===== config.mk =====
export PLATFORM = sky130hd
export DESIGN_NAME = ami_spi_reader
export DESIGN_NICKNAME = d
export VERILOG_FILES = /design/src/rtl/ami_spi_reader.sv
export SDC_FILE = /design/constraint.sdc
export NUM_CORES = 1
export LEC_CHECK = 0
export BUFFER_PORTS_ARGS = -buffer_cell sky130_fd_sc_hd__buf_4
export CAP_MARGIN = 20
export CELL_PAD_IN_SITES_DETAIL_PLACEMENT = 1
export CELL_PAD_IN_SITES_GLOBAL_PLACEMENT = 2
export CORE_MARGIN = 3
export CORE_UTILIZATION = 30
export CTS_CLUSTER_SIZE = 28
export DETAILED_ROUTE_END_ITERATION = 10
export GPL_ROUTABILITY_DRIVEN = 1
export GPL_TIMING_DRIVEN = 1
export PLACE_DENSITY_LB_ADDON = 0.1
export SYNTH_ARGS = -nofsm -noshare
export SYNTH_HDL_FRONTEND = slang
export SYNTH_SLANG_ARGS = --single-unit

===== constraint.sdc =====
create_clock -name sysClk -period 4.3 [get_ports sysClk]
set_clock_uncertainty 0.1 [all_clocks]
set_input_delay 0.645 -clock sysClk [delete_from_list [all_inputs] [get_ports sysClk]]
set_output_delay 0.645 -clock sysClk [all_outputs]
set_load 0.05 [all_outputs]

===== src/rtl/ami_spi_reader.sv =====
// ami_spi_reader: SPI master for the two AMI monitor chips.
// Runs one CSB-framed 24-bit full-duplex transfer per command and returns
// the last 16 bits captured on SDO.
//
// Ports:
//   sysClk, sysReset       clock, synchronous active-high reset
//   cmdValid / cmdReady    command handshake
//   cmdSel                 target chip (0 or 1)
//   cmdRW                  1 = read (data field forced to 0), 0 = write
//   cmdAddr, cmdData       7-bit register address, 16-bit write data
//   rspValid               one-cycle pulse when a transfer completes
//   rspData                captured SDO data, held until the next rspValid
//   busy                   high from accept until cmdReady returns
//   AMI_SPI_CLK/SDI/CSB    per-chip SCLK, MOSI, active-low chip select
//   AMI_SPI_SDO            per-chip MISO
module ami_spi_reader #(
    parameter int CLK_DIV    = 5,
    parameter int GAP_CYCLES = 10
) (
    input  logic        sysClk,
    input  logic        sysReset,
    input  logic        cmdValid,
    output logic        cmdReady,
    input  logic        cmdSel,
    input  logic        cmdRW,
    input  logic [6:0]  cmdAddr,
    input  logic [15:0] cmdData,
    output logic        rspValid,
    output logic [15:0] rspData,
    output logic        busy,
    output logic [1:0]  AMI_SPI_CLK,
    output logic [1:0]  AMI_SPI_SDI,
    input  logic [1:0]  AMI_SPI_SDO,
    output logic [1:0]  AMI_SPI_CSB
);

    localparam int DIV_W = (CLK_DIV > 1) ? $clog2(CLK_DIV) : 1;
    localparam int GAP_W = (GAP_CYCLES > 1) ? $clog2(GAP_CYCLES) : 1;

    localparam logic [DIV_W-1:0] DIV_LAST = DIV_W'(CLK_DIV - 1);
    localparam logic [GAP_W-1:0] GAP_LAST = GAP_W'(GAP_CYCLES - 1);

    typedef enum logic [1:0] {
        IDLE,
        SETUP,
        SHIFT,
        GAP
    } state_t;

    state_t            state;
    logic              sel;
    logic [22:0]       tx_word;
    logic [15:0]       rx_word;
    logic [DIV_W-1:0]  div_cnt;
    logic              phase_hi;
    logic [4:0]        bit_cnt;
    logic [GAP_W-1:0]  gap_cnt;

    logic [23:0]       next_word;
    logic [1:0]        cmd_mask;
    logic [1:0]        sel_mask;

    // Reads shift out zeros in the data field.
    assign next_word = {cmdRW, cmdAddr, cmdRW ? 16'h0000 : cmdData};

    // One-hot pin masks so the unselected chip never sees activity.
    assign cmd_mask = cmdSel ? 2'b10 : 2'b01;
    assign sel_mask = sel ? 2'b10 : 2'b01;

    always_ff @(posedge sysClk) begin
        if (sysReset) begin
            state       <= IDLE;
            sel         <= 1'b0;
            tx_word     <= '0;
            rx_word     <= '0;
            div_cnt     <= '0;
            phase_hi    <= 1'b0;
            bit_cnt     <= '0;
            gap_cnt     <= '0;
            cmdReady    <= 1'b1;
            busy        <= 1'b0;
            rspValid    <= 1'b0;
            rspData     <= '0;
            AMI_SPI_CLK <= 2'b00;
            AMI_SPI_SDI <= 2'b00;
            AMI_SPI_CSB <= 2'b11;
        end else begin
            rspValid <= 1'b0;

            unique case (state)
                IDLE: begin
                    if (cmdValid && cmdReady) begin
                        sel         <= cmdSel;
                        tx_word     <= next_word[22:0];
                        rx_word     <= '0;
                        div_cnt     <= '0;
                        cmdReady    <= 1'b0;
                        busy        <= 1'b1;
                        AMI_SPI_CSB <= ~cmd_mask;
                        AMI_SPI_SDI <= next_word[23] ? cmd_mask : 2'b00;
                        state       <= SETUP;
                    end
                end

                SETUP: begin
                    if (div_cnt == DIV_LAST) begin
                        div_cnt     <= '0;
                        phase_hi    <= 1'b1;
                        bit_cnt     <= 5'd23;
                        AMI_SPI_CLK <= sel_mask;
                        state       <= SHIFT;
                    end else begin
                        div_cnt <= div_cnt + 1'b1;
                    end
                end

                SHIFT: begin
                    if (div_cnt != DIV_LAST) begin
                        div_cnt <= div_cnt + 1'b1;
                    end else begin
                        div_cnt <= '0;
                        if (phase_hi) begin
                            // End of high phase: sample SDO, then present
                            // the next bit. Only the low 16 captured bits
                            // are ever reported, so older bits shift out.
                            rx_word     <= {rx_word[14:0], AMI_SPI_SDO[sel]};
                            AMI_SPI_CLK <= 2'b00;
                            AMI_SPI_SDI <= tx_word[22] ? sel_mask : 2'b00;
                            tx_word     <= {tx_word[21:0], 1'b0};
                            phase_hi    <= 1'b0;
                        end else if (bit_cnt == 5'd0) begin
                            // Final low phase doubles as CSB hold time.
                            AMI_SPI_CSB <= 2'b11;
                            AMI_SPI_SDI <= 2'b00;
                            rspValid    <= 1'b1;
                            rspData     <= rx_word;
                            gap_cnt     <= '0;
                            state       <= GAP;
                        end else begin
                            bit_cnt     <= bit_cnt - 1'b1;
                            AMI_SPI_CLK <= sel_mask;
                            phase_hi    <= 1'b1;
                        end
                    end
                end

                GAP: begin
                    if (gap_cnt == GAP_LAST) begin
                        cmdReady <= 1'b1;
                        busy     <= 1'b0;
                        state    <= IDLE;
                    end else begin
                        gap_cnt <= gap_cnt + 1'b1;
                    end
                end

                default: begin
                    state <= IDLE;
                end
            endcase
        end
    end

endmodule


==> results by group, run 1 <==
Logic synthesis
  – Synthesized instance count: around 390
  – Mux contribution to synthesized area: approximately 2.9%
  – Post-synth top cells: dfxtp_1, nand2_1, a21oi_1
  – Top post-synthesis cells by area: dfxtp_1, a21oi_1, a211oi_1, nand2_1, a22o_1
  – XOR/XNOR share of the synthesized area: 0%
  – Share of the synthesized area in the top cell type: 45.7%
  – #FFs+latches synth: 80
  – Post-Synth Adder-Cell Area: under 10%
  – Number of distinct library cells after synthesis: between 50 and 60
  – Simple-gate area share of the yosys netlist: about 17%
  – Sequential area share after synthesis: between 40% and 50%
  – Compound-cell area share of the yosys netlist: 25.0%
  – Fraction of registers with async set/reset: 0%
  – Main combinational cell family by area after synthesis: compound AO/OA/AOI/OAI gates
  – Post-Synthesis Cell Area: about 0.0035 mm²
  – Syn_nets: approximately 430
  – Most common cell in the synthesized netlist: dfxtp_1
  – Yosys warnings: 0
  – Avg Inst Size Synth: about 9.1 µm²
  – Post-synth EDFFs: 0
  – Synth Flop Type: dfxtp_1
  – Area leader, netlist: dfxtp_1

STA
  – RSZ-0062 raised after global routing: no
  – Final setup violation count: 0
  – Max Fclk: about 0.33 GHz
  – Least-Margin Pin Slew: between 0.9 and 1 ns
  – Final Hold Vio Count: 0
  – Fin crit share: between 70% and 80%
  – Minimum clock period: a little over 3 ns
  – Final worst setup slack: around 1.2 ns
  – Fin. max-slew vios: 0
  – Worst rel slew slack: roughly 34%
  – Final TNS setup: 0 ns

Clocking
  – CTS Sinks: 80
  – Post-CTS Setup Inserts: 0
  – Number of buffers inserted by hold repair at cts: 0
  – CTS Buf Count: 9
  – Clk_lat worst skew: 0.33 ns
  – Clk buf depth: 2
  – Root buffer cell: clkbuf_16
  – CTS tree: done
  – Reg clk slew, reported paths: about 0.07 ns
  – Post-CTS sizing: 0
  – CTS H-Tree Depth: 3

Layout
  – Final core occ: between 30% and 40%
  – Area delta synth->final: 21.6%
  – Fillers: roughly 1.3k
  – Multi-input logic area: between 0.0015 and 0.002 mm²
  – Reg area: around 0.0016 mm²
  – Share of cells above drive strength 1: between 10% and 20%
  – Ant diodes: 0
  – Final cell count without fillers: 570
  – NumNets Final: between 400 and 500

Pwr
  – Pwr/cell area: between 500 and 600 mW/mm²
  – Leakage: 1.60 nW
  – Peak VDD IR: approximately 0.00030 V

Place
  – # port buffers: 54
  – HPWL after DPL: 6030 µm
  – Placed Cells: around 550
  – RD Place Congestion: around 0.78
  – Pre-CTS WS: approximately 1.2 ns

Routing
  – DR vias: roughly 3k
  – Final wirelength: approximately 9100 µm
  – Pre-antenna DRT Iters: 4
  – Initial DRC Count: 95
  – DR WL/cell: approximately 16 µm
  – Routed Antenna Nets: 0
  – Vias per Instance: 5.20
  – Post-route DRC: 0

Critical path
  – Capturing point of the worst reg2reg path: rx_word[5]$_SDFFE_PP0P_
  – CP max FO: 47
  – CP endpoint: rx_word[5]$_SDFFE_PP0P_
  – Req. time, crit path: 4.47 ns
  – CP startpoint kind: flop
  – Reg2reg path depth: 6
  – Setup slack, reg-to-reg: roughly 1.2 ns
  – Crit path from: state[0]$_SDFFE_PP0P_
  – Crit path DAT: roughly 3.2 ns
  – Worst R2R Start: state[0]$_SDFFE_PP0P_
  – Worst Setup End Kind: flop
  – Critical path type: reg2reg

GRT
  – Largest net degree at the start of global routing: 67
  – First-pass GRT wire length: between 15000 and 20000 µm
  – Initial antenna violation count: 0
  – Vias in the first global route: between 3k and 4k
  – GRT Util Overall: between 10% and 20%
  – Congestion Overflow GR: 0

Min path
  – Hold/Removal Path Class: reg2reg

Floorplanning
  – FP Rows: 38
  – DIE AREA: between 0.01 and 0.015 mm²
  – Core Footprint: 0.0111 mm²
  – IO Pins: 55
  – Die Wd: between 100 and 150 µm
  – Initial core utilization: between 30% and 40%
  – Chip height: approximately 110 µm

Status
  – Status: completed

Flow run
  – # Max-Cap Violations: 0
-- metrics by stage --
stage	area [µm²]	power, mW	hold WS, ns
floorplan	3510	1.57	0.332
detailed placement	3950	1.77	0.351
CTS	4260	2.57	0.360
finish	4270	2.53	0.358
global placement	3950	1.75	0.346
global route	4270	2.71	0.375
-- metal layers --
metal	vias to the layer above	global-route usage [%]	part of all wire, %
met2	51	23.5	46
met4	0	4.28	0.88
met3	6	3.17	4.3
met1	1416	19.7	49
met5	-	0	0
li1	1491	-	-
-- critical path, stage by stage, from the launching register on --
cell and delay (ns):
dfxtp_1 0.35, inv_1 0.10, ha_2 0.84, nor2_2 0.16, or3_1 0.58, nor4_4 0.64
a22o_1 0.23
-- registers in the layout (all words and copies together) (netlist names), 2 cells and up --
signal       flops
bit_cnt          5
div_cnt          3
AMI_SPI_CLK      2
AMI_SPI_SDI      2
rx_word         16
state            2
rspData         16
AMI_SPI_CSB      2
tx_word         23
gap_cnt          4
-- worst min path at each step --
stage	cells past startpoint	start	endpoint
2_1_floorplan	2	rx_word[15]$_SDFFE_PP0P_	rspData[15]$_SDFFE_PP0P_
3_3_place_gp	2	rspData[6]$_SDFFE_PP0P_	rspData[6]$_SDFFE_PP0P_
3_5_place_dp	2	rspData[15]$_SDFFE_PP0P_	rspData[15]$_SDFFE_PP0P_
4_1_cts	2	rspData[15]$_SDFFE_PP0P_	rspData[15]$_SDFFE_PP0P_
5_1_grt	2	rspData[5]$_SDFFE_PP0P_	rspData[5]$_SDFFE_PP0P_
6_report	2	rspData[7]$_SDFFE_PP0P_	rspData[7]$_SDFFE_PP0P_
-- layout by cell type (no fill, tap or decap), types with 2 or more instances in the layout --
master / count
nor3b_1: 4
clkinvlp_4: 3
o21ai_0: 9
nor4b_1: 3
nor4_4: 2
inv_1: 11
a21o_1: 2
nor2_1: 35
a22o_1: 15
nand3_1: 10
a2bb2oi_1: 2
a41o_1: 2
o211ai_1: 2
mux2i_1: 9
o31ai_1: 2
dfxtp_1: 80
nand4b_1: 2
a221oi_1: 2
or4_1: 2
a31oi_1: 3
buf_4: 56
a21oi_1: 37
nand2_1: 42
nor3_1: 4
ha_1: 9
nand3b_1: 3
a211oi_1: 24
inv_6: 2
clkbuf_16: 9
a22oi_1: 17
-- cells by family after synthesis --
logic type / after synthesis
buffers and inverters: 40
multiplexers: 10
AO/OA/AOI/OAI: 127
adder cells (fa/ha/maj): 10
flip-flops: 80
AND/OR/NAND/NOR: 120
-- layout make-up --
cell class,instances,area share [%]
Clock inverter,7,1.85
Clock buffer,9,5.28
Multi-Input combinational cell,267,40.4
Sequential cell,80,37.5
Inverter,11,0.968
Timing Repair Buffer,56,9.86
Tap cell,140,4.11
-- where the power goes --
| group | switching, mW | internal (mW) | total (mW) |
|---|---|---|---|
| clock network | 0.331 | 0.455 | 0.786 |
| registers | 0.0693 | 0.849 | 0.918 |
| logic | 0.542 | 0.286 | 0.829 |
No activity file was read; power rests on OpenSTA's default activity.
==> run 2: changes to the inputs <==
--- a/config.mk
+++ b/config.mk
@@ -5,6 +5,7 @@
 export SDC_FILE = /design/constraint.sdc
 export NUM_CORES = 1
 export LEC_CHECK = 0
+export ABC_AREA = 1
 export BUFFER_PORTS_ARGS = -buffer_cell sky130_fd_sc_hd__buf_4
 export CAP_MARGIN = 20
 export CELL_PAD_IN_SITES_DETAIL_PLACEMENT = 1
==> constraint.sdc (replaced) <==
create_clock -name sysClk -period 2.86 [get_ports sysClk]
set_clock_uncertainty 0.1 [all_clocks]
set_input_delay 0.429 -clock sysClk [delete_from_list [all_inputs] [get_ports sysClk]]
set_output_delay 0.429 -clock sysClk [all_outputs]
set_load 0.05 [all_outputs]
==> run 2 against run 1 <==
Via count rose by 16%. Register-to-register slack worse by 0.47 ns. Clock-buffer cell count up 4. Core utilization down 0.77 points. Largest power group is now combinational logic.
==> results by group, run 2 <==
Status
  – Status: completed

Pwr
  – Seq pwr share: 32.8% (-3.5 points)
  – NetSw: 1.98 mW (+110%)
  – Clock share of power: 24.0% (-7.0 points)
  – Peak VDD IR: 0.000459 V (+52%)
  – Internal Pwr Total: 2.65 mW (+66%)
  – Net Sw Frac: 42.8% (+5.6 points)
  – Combinational power share: 43.2% (+11 points)
  – Pwr/cell area: 1020 mW/mm² (+72%)
  – Leakage: 2.16 nW (+35%)
  – Total power: 4.63 mW (+83%)

Place
  – RD Place Congestion: 0.762 (-2.2%)
  – # port buffers: 54 (unchanged)
  – Pre-CTS WS: 0.722 ns (-0.487 ns)
  – HPWL after DPL: 6870 µm (+14%)

Clocking
  – CTS Buf Count: 9 (unchanged)
  – Post-CTS Setup Inserts: 0 (unchanged)
  – CTS H-Tree Depth: 3 (unchanged)
  – Clk buf depth: 2 (unchanged)
  – Root buffer cell: clkbuf_16
  – Post-CTS sizing: 0 (unchanged)
  – CTS tree: done
  – Clk_lat worst skew: 0.34 ns (about the same)
  – Reg clk slew, reported paths: 0.06 ns (about the same)
  – CTS Sinks: 80 (unchanged)
  – Number of buffers inserted by hold repair at cts: 0 (unchanged)

Critical path
  – Max incr delay on CP: 0.34 ns (-0.50 ns)
  – CP max FO: 23 (-51%)
  – CP cell instances: inv_1 > ha_2 > buf_4 > nor2_1 > nor2_1 > nand2_1 > inv_1 > nand2_1 > inv_1 > nand2_1 > a21oi_1
  – Req. time, crit path: 3.03 ns (-1.44 ns)
  – WP buf/inv: 4 (+3)
  – Worst Setup End Kind: flop
  – CP startpoint kind: flop
  – Capturing point of the worst reg2reg path: bit_cnt[4]$_SDFFE_PP0P_
  – Reg2reg path depth: 11 (+5)
  – Worst R2R Start: state[0]$_SDFFE_PP0P_
  – Critical path type: reg2reg
  – Setup slack, reg-to-reg: 0.76 ns (-0.47 ns)
  – Crit path DAT: 2.27 ns (-0.97 ns)
  – Delay-heaviest family, CP: buffers and inverters
  – CP max stage cell: dfxtp_1

Logic synthesis
  – Area leader, netlist: dfxtp_1
  – Synthesized instance count: 540 (+40%)
  – Top post-synthesis cells by area: dfxtp_1, nand2_1, nor2_1, a21oi_1, inv_1
  – Post-synth EDFFs: 0 (unchanged)
  – Post-Synthesis Cell Area: 0.00371 mm² (+5.9%)
  – Most common cell in the synthesized netlist: nand2_1
  – Share of the synthesized area in the top cell type: 43.1% (-2.6 points)
  – Avg Inst Size Synth: 6.88 µm² (-24%)
  – Post-synth top cells: nand2_1, nor2_1, dfxtp_1
  – Yosys warnings: 0 (unchanged)
  – Fraction of registers with async set/reset: 0% (unchanged)
  – #FFs+latches synth: 80 (unchanged)
  – Number of distinct library cells after synthesis: 28 (-52%)
  – Syn_nets: 580 (+36%)
  – Sequential area share after synthesis: 43.1% (-2.6 points)
  – Synth Flop Type: dfxtp_1

GRT
  – Initial antenna violation count: 0 (unchanged)
  – Met3 layer usage reported by global route: 3.44% (+0.27 points)
  – Largest net degree at the start of global routing: 56 (-16%)
  – GR Layer Usage met1: 21.5% (+1.8 points)
  – Congestion Overflow GR: 0 (unchanged)
  – First-pass GRT wire length: 16900 µm (+9.6%)
  – Gr busiest metal: met2
  – GRT Util Overall: 15.8% (+1.2 points)
  – Vias in the first global route: 3421 (+13%)
  – Met2 Use GR: 24.1% (+0.60 points)

STA
  – Worst rel slew slack: 71.7% (+38 points)
  – Fin crit share: 73.3% (+2.0 points)
  – Max Fclk: 0.477 GHz (+46%)
  – Minimum clock period: 2.10 ns (-0.967 ns)
  – Final worst setup slack: 0.764 ns (-0.473 ns)
  – Final setup violation count: 0 (unchanged)
  – Final TNS setup: 0 ns (unchanged)
  – Fin. max-slew vios: 0 (unchanged)
  – RSZ-0062 raised after global routing: no
  – Final Hold Vio Count: 0 (unchanged)
  – Least-Margin Pin Slew: 0.424 ns (-0.566 ns)

Layout
  – Ant diodes: 0 (unchanged)
  – Share of cells above drive strength 1: 14.7% (-4.1 points)
  – Largest register by flop count: tx_word
  – NumNets Final: 626 (+35%)
  – Commonest non-fill, non-tap cell in the layout: nand2_1
  – Max reg flops: 23 (unchanged)
  – Leading registers by flop count: tx_word x23, rspData x16, rx_word x16
  – Most frequent cells in the layout: nand2_1, nor2_1, dfxtp_1
  – Area delta synth->final: 22.0%
  – Final core occ: 37.6% (-0.77 points)

Routing
  – Final wirelength: 10200 µm (+12%)
  – Initial DRC Count: 145 (+53%)
  – Pre-antenna DRT Iters: 4 (unchanged)
  – DR WL/cell: 13.4 µm (-16%)
  – DR vias: 3452 (+16%)
  – Post-route DRC: 0 (unchanged)
  – Vias per Instance: 4.55 (-13%)
  – Routed Antenna Nets: 0 (unchanged)

Floorplanning
  – FP Rows: 40 (+5.3%)
  – IO Pins: 55 (unchanged)
  – Core Footprint: 0.0121 mm² (+8.4%)
  – DIE AREA: 0.0138 mm² (+5.6%)
  – Die Wd: 117 µm (+2.8%)
  – Chip height: 117 µm (+2.8%)
  – Initial core utilization: 30.8% (-0.72 points)

Min path
  – Hold_sp: cmdSel
  – Hold/Removal Path Class: in2reg
  – WHS Endpoint: sel$_SDFFE_PP0P_
  – Hold path cells: 3 (+1)

Flow run
  – # Max-Cap Violations: 0 (unchanged)
-- run 2: cell types whose count changed after synthesis, moves of 8 or more --
cell and change:
mux2i_1 -8, nand2_1 +117, inv_1 +34, nor2_1 +65, a211oi_1 -24, o21ai_0 +22
a22o_1 -15
-- run 2: worst reg2reg max path, delay by kind of cell, from the launching register on --
family | cells | cell delay [ns]
AO/OA/AOI/OAI | 1 | 0.12
AND/OR/NAND/NOR | 5 | 0.56
adder cells (fa/ha/maj) | 1 | 0.26
flip-flops | 1 | 0.34
buffers and inverters | 4 | 0.65
-- run 2: worst max-delay path by stage --
| stage | cells past startpoint | slack (ns) | startpoint | to |
|---|---|---|---|---|
| 2_1_floorplan | 13 | 1.11 | state[0]$_SDFFE_PP0P_ | tx_word[14]$_SDFFE_PP0P_ |
| 3_3_place_gp | 11 | 0.88 | state[0]$_SDFFE_PP0P_ | AMI_SPI_CLK[0]$_SDFFE_PP0P_ |
| 3_5_place_dp | 11 | 0.72 | state[0]$_SDFFE_PP0P_ | bit_cnt[2]$_SDFFE_PP0P_ |
| 4_1_cts | 11 | 0.72 | state[0]$_SDFFE_PP0P_ | bit_cnt[4]$_SDFFE_PP0P_ |
| 5_1_grt | 11 | 0.43 | state[0]$_SDFFE_PP0P_ | AMI_SPI_CLK[1]$_SDFFE_PP0P_ |
| 6_report | 11 | 0.76 | state[0]$_SDFFE_PP0P_ | bit_cnt[4]$_SDFFE_PP0P_ |
-- run 2: area by class of cell --
| type | count | area (µm²) |
|---|---|---|
| Clock buffer | 13 | 270 |
| Sequential cell | 80 | 1600 |
| Timing Repair Buffer | 60 | 475 |
| Clock inverter | 3 | 15.0 |
| Tap cell | 168 | 210 |
| Multi-Input combinational cell | 386 | 1770 |
| Fill cell | 1546 | 7530 |
| Inverter | 49 | 189 |
-- run 2: cells by family (layout without fill, tap and decap cells) --
family | Yosys count | in the layout | synth area share [%]
AOI/OAI and AO/OA | 87 | 87 | 12.9
xor gates and xnor gates | 1 | 1 | 0.236
adders and majority gates | 10 | 10 | 3.37
buffers and inverters | 74 | 125 | 9.43
DFF | 80 | 80 | 43.1
muxes | 1 | 1 | 0.269
and+or+nand+nor | 287 | 287 | 30.6
-- run 2: per-stage QoR --
| step | cells | instance area [µm²] | hold WS (ns) |
|---|---|---|---|
| floorplan | 540 | 3710 | 0.339 |
| global route | 759 | 4530 | 0.313 |
| finish | 759 | 4530 | 0.315 |
| global placement | 743 | 4250 | 0.347 |
| CTS | 759 | 4530 | 0.305 |
| detailed placement | 743 | 4250 | 0.354 |
-- run 2: metal layers --
layer / part of all wire (%) / routed length [µm]
met5: 0 / 0
met4: 1.6 / 159
met3: 3.5 / 360
met2: 45 / 4610
met1: 49 / 5020
-- run 2: power groups by stage --
stage                     logic [mW]  clock network, mW  registers [mW]
after floorplan                 1.51                  0            1.63
after global placement          2.00                  0            1.53
after detailed placement        2.04                  0            1.54
after CTS                       2.05               1.15            1.52
after global routing            2.32               1.21            1.55
final                           2.00               1.11            1.52
==> run 3: changes to the inputs <==
--- a/config.mk
+++ b/config.mk
@@ -11,7 +11,7 @@
 export CELL_PAD_IN_SITES_DETAIL_PLACEMENT = 1
 export CELL_PAD_IN_SITES_GLOBAL_PLACEMENT = 2
 export CORE_MARGIN = 3
-export CORE_UTILIZATION = 30
+export CORE_UTILIZATION = 28
 export CTS_CLUSTER_SIZE = 28
 export DETAILED_ROUTE_END_ITERATION = 10
 export GPL_ROUTABILITY_DRIVEN = 1
==> constraint.sdc (replaced) <==
create_clock -name sysClk -period 1.9 [get_ports sysClk]
set_clock_uncertainty 0.1 [all_clocks]
set_input_delay 0.285 -clock sysClk [delete_from_list [all_inputs] [get_ports sysClk]]
set_output_delay 0.285 -clock sysClk [all_outputs]
set_load 0.05 [all_outputs]
==> run 3 against run 2 <==
Flip-flop and latch count unchanged. Hold slack got worse by 0.14 ns. Critical path depth unchanged. Maximum frequency up 18%. Final cell count is 2.8% higher. Design area up 5.6%. Via count up 1.9%. Routed wire length rose by 2.3%. Total power grew 70%. Clock power increased by 54%. Clock-buffer cell count down 1.
==> results by group, run 3 (synthesized netlist as in run 2, its figures left out) <==
Routing
  – DR vias: 3518 (+1.9%)
  – Final wirelength: 10400 µm (+2.3%)
  – Post-route DRC: 0 (unchanged)
  – Routed Antenna Nets: 0 (unchanged)
  – Vias per Instance: 4.51 (-0.83%)
  – Pre-antenna DRT Iters: 4 (unchanged)
  – DR WL/cell: 13.3 µm (-0.42%)
  – Initial DRC Count: 104 (-28%)

Critical path
  – Crit path DAT: 1.89 ns (-0.38 ns)
  – CP max stage cell: dfxtp_4
  – CP startpoint kind: flop
  – Critical path type: reg2reg
  – Worst Setup End Kind: flop
  – CP cell instances: inv_2 > ha_4 > inv_2 > a21oi_4 > inv_1 > nand2_2 > nor2_4 > buf_12 > clkbuf_16 > o21ai_0 > nor2_1
  – Crit path from: state[1]$_SDFFE_PP0P_
  – CP max FO: 12 (-48%)
  – Worst R2R Start: state[1]$_SDFFE_PP0P_
  – Reg2reg path depth: 11 (unchanged)
  – Stages on worst setup path: 11 (unchanged)
  – Req. time, crit path: 2.02 ns (-1.01 ns)
  – WP buf/inv: 5 (+1)
  – Delay-heaviest family, CP: buffers and inverters
  – Max incr delay on CP: 0.36 ns (+0.02 ns)
  – Cell mode on critical path: inv_2

Clocking
  – CTS H-Tree Depth: 3 (unchanged)
  – CTS Buf Count: 9 (unchanged)
  – Root buffer cell: clkbuf_16
  – Clk_lat worst skew: 0.34 ns (about the same)
  – CTS Sinks: 80 (unchanged)
  – Clk buf depth: 2 (unchanged)
  – CTS tree: done
  – Reg clk slew, reported paths: 0.06 ns (about the same)

Layout
  – Commonest non-fill, non-tap cell in the layout: nand2_1
  – Largest register by flop count: tx_word
  – Most frequent cells in the layout: nand2_1, nor2_1, dfxtp_1
  – Ant diodes: 0 (unchanged)
  – Cell area after layout: 0.00478 mm² (+5.6%)
  – Reg area: 0.00161 mm² (+0.23%)
  – Final cell count without fillers: 780 (+2.8%)
  – Share of cells above drive strength 1: 18.4% (+3.7 points)
  – Area delta synth->final: 28.8%
  – Leading registers by flop count: tx_word x23, rspData x16, rx_word x16
  – Max reg flops: 23 (unchanged)
  – NumNets Final: 644 (+2.9%)
  – Fillers: 1605 (+3.8%)
  – Multi-input logic area: 0.00181 mm² (+2.3%)

GRT
  – GR Layer Usage met1: 18.1% (-3.4 points)
  – Congestion Overflow GR: 0 (unchanged)
  – GRT Util Overall: 14.9% (-0.93 points)
  – First-pass GRT wire length: 17200 µm (+1.9%)
  – Gr busiest metal: met2
  – Met3 layer usage reported by global route: 4.57% (+1.1 points)
  – Largest net degree at the start of global routing: 46 (-18%)
  – Initial antenna violation count: 0 (unchanged)
  – Vias in the first global route: 3522 (+3.0%)
  – Met2 Use GR: 25.1% (+1.0 points)

Floorplanning
  – Die Wd: 121 µm (+3.3%)
  – Chip height: 121 µm (+3.3%)
  – IO Pins: 55 (unchanged)
  – DIE AREA: 0.0147 mm² (+6.8%)
  – Core Footprint: 0.0128 mm² (+5.9%)
  – FP Rows: 41 (+2.5%)
  – Initial core utilization: 29.1% (-1.7 points)

STA
  – Hold Slack: 0.173 ns (-0.142 ns)
  – Max Fclk: 0.565 GHz (+18%)
  – Minimum clock period: 1.77 ns (-0.326 ns)
  – Final Hold Vio Count: 0 (unchanged)
  – Final worst setup slack: 0.131 ns (-0.634 ns)
  – Fin. max-slew vios: 0 (unchanged)
  – RSZ-0062 raised after global routing: no
  – Final setup violation count: 0 (unchanged)
  – Worst rel slew slack: 75.8% (+4.1 points)
  – Fin crit share: 93.1% (+20 points)
  – Least-Margin Pin Slew: 0.363 ns (-0.0604 ns)

Place
  – Pre-CTS WS: -0.0532 ns (-0.775 ns)
  – Cell Area, Placed: 0.00436 mm² (+2.7%)
  – Placed Cells: 760 (+2.3%)
  – RD Place Congestion: 0.740 (-2.9%)
  – # port buffers: 54 (unchanged)
  – HPWL after DPL: 7040 µm (+2.5%)

Pwr
  – Leakage: 2.27 nW (+4.9%)
  – Peak VDD IR: 0.000931 V (+100%)
  – Pwr/cell area: 1640 mW/mm² (+61%)

Min path
  – Hold/Removal Path Class: in2reg
  – Hold path cells: 3 (unchanged)
  – Hold_sp: cmdValid

Status
  – Status: completed

Flow run
  – # Max-Cap Violations: 0 (unchanged)
## run 3: final cells by class
type                       count  share of cell area (%)
inverter                      49                    4.00
timing repair buffer          78                    14.1
clock buffer                  12                    5.15
multi-input combinational    386                    37.8
sequential                    80                    33.6
clock inverter                 3                   0.889
tap                          172                    4.50
## run 3: worst register-to-register path, stage by stage, from the launching register on
cell       delay [ns]
dfxtp_4          0.36
inv_2            0.09
ha_4             0.15
inv_2            0.05
a21oi_4          0.15
inv_1            0.09
nand2_2          0.08
nor2_4           0.07
buf_12           0.14
clkbuf_16        0.17
o21ai_0          0.15
nor2_1           0.05
## run 3: worst paths after layout
kind / endpoint / slack [ns]
max: tx_word[0]$_SDFFE_PP0P_ / 0.13
min: sel$_SDFFE_PP0P_ / 0.17
max reg2reg: tx_word[0]$_SDFFE_PP0P_ / 0.13
min reg2reg: AMI_SPI_CSB[0]$_SDFFE_PP1P_ / 0.37
## run 3: stage by stage
stage / util (%) / setup TNS, ns / power, mW
after floorplan: - / 0 / 4.73
after global placement: 34.1 / 0 / 5.58
after detailed placement: 34.1 / -0.226 / 5.66
after CTS: 36.8 / -0.202 / 7.71
after global routing: 37.5 / 0 / 8.55
final: 37.5 / 0 / 7.87
## run 3: per-layer routing
metal  part of all wire [%]  wire length, µm
met2                     49             5070
met4                    1.1              112
met1                     47             4860
met3                    3.3              348
met5                      0                0
## run 3: power breakdown
part           total (mW)  internal [mW]  switching [mW]
Clock                1.71           1.04           0.669
Sequential           2.29           2.06           0.226
Combinational        3.87           1.55            2.31
Total                7.87           4.66            3.21
## run 3: repair_timing
action | in CTS | in global routing
resized for setup | 5 | 11
pin swaps | 0 | 2
gates cloned | 1 | 1
hold buffers | 0 | 0
setup endpoints to repair | 15 | 47
buffers inserted | 0 | 3
hold endpoints to repair | 0 | 0
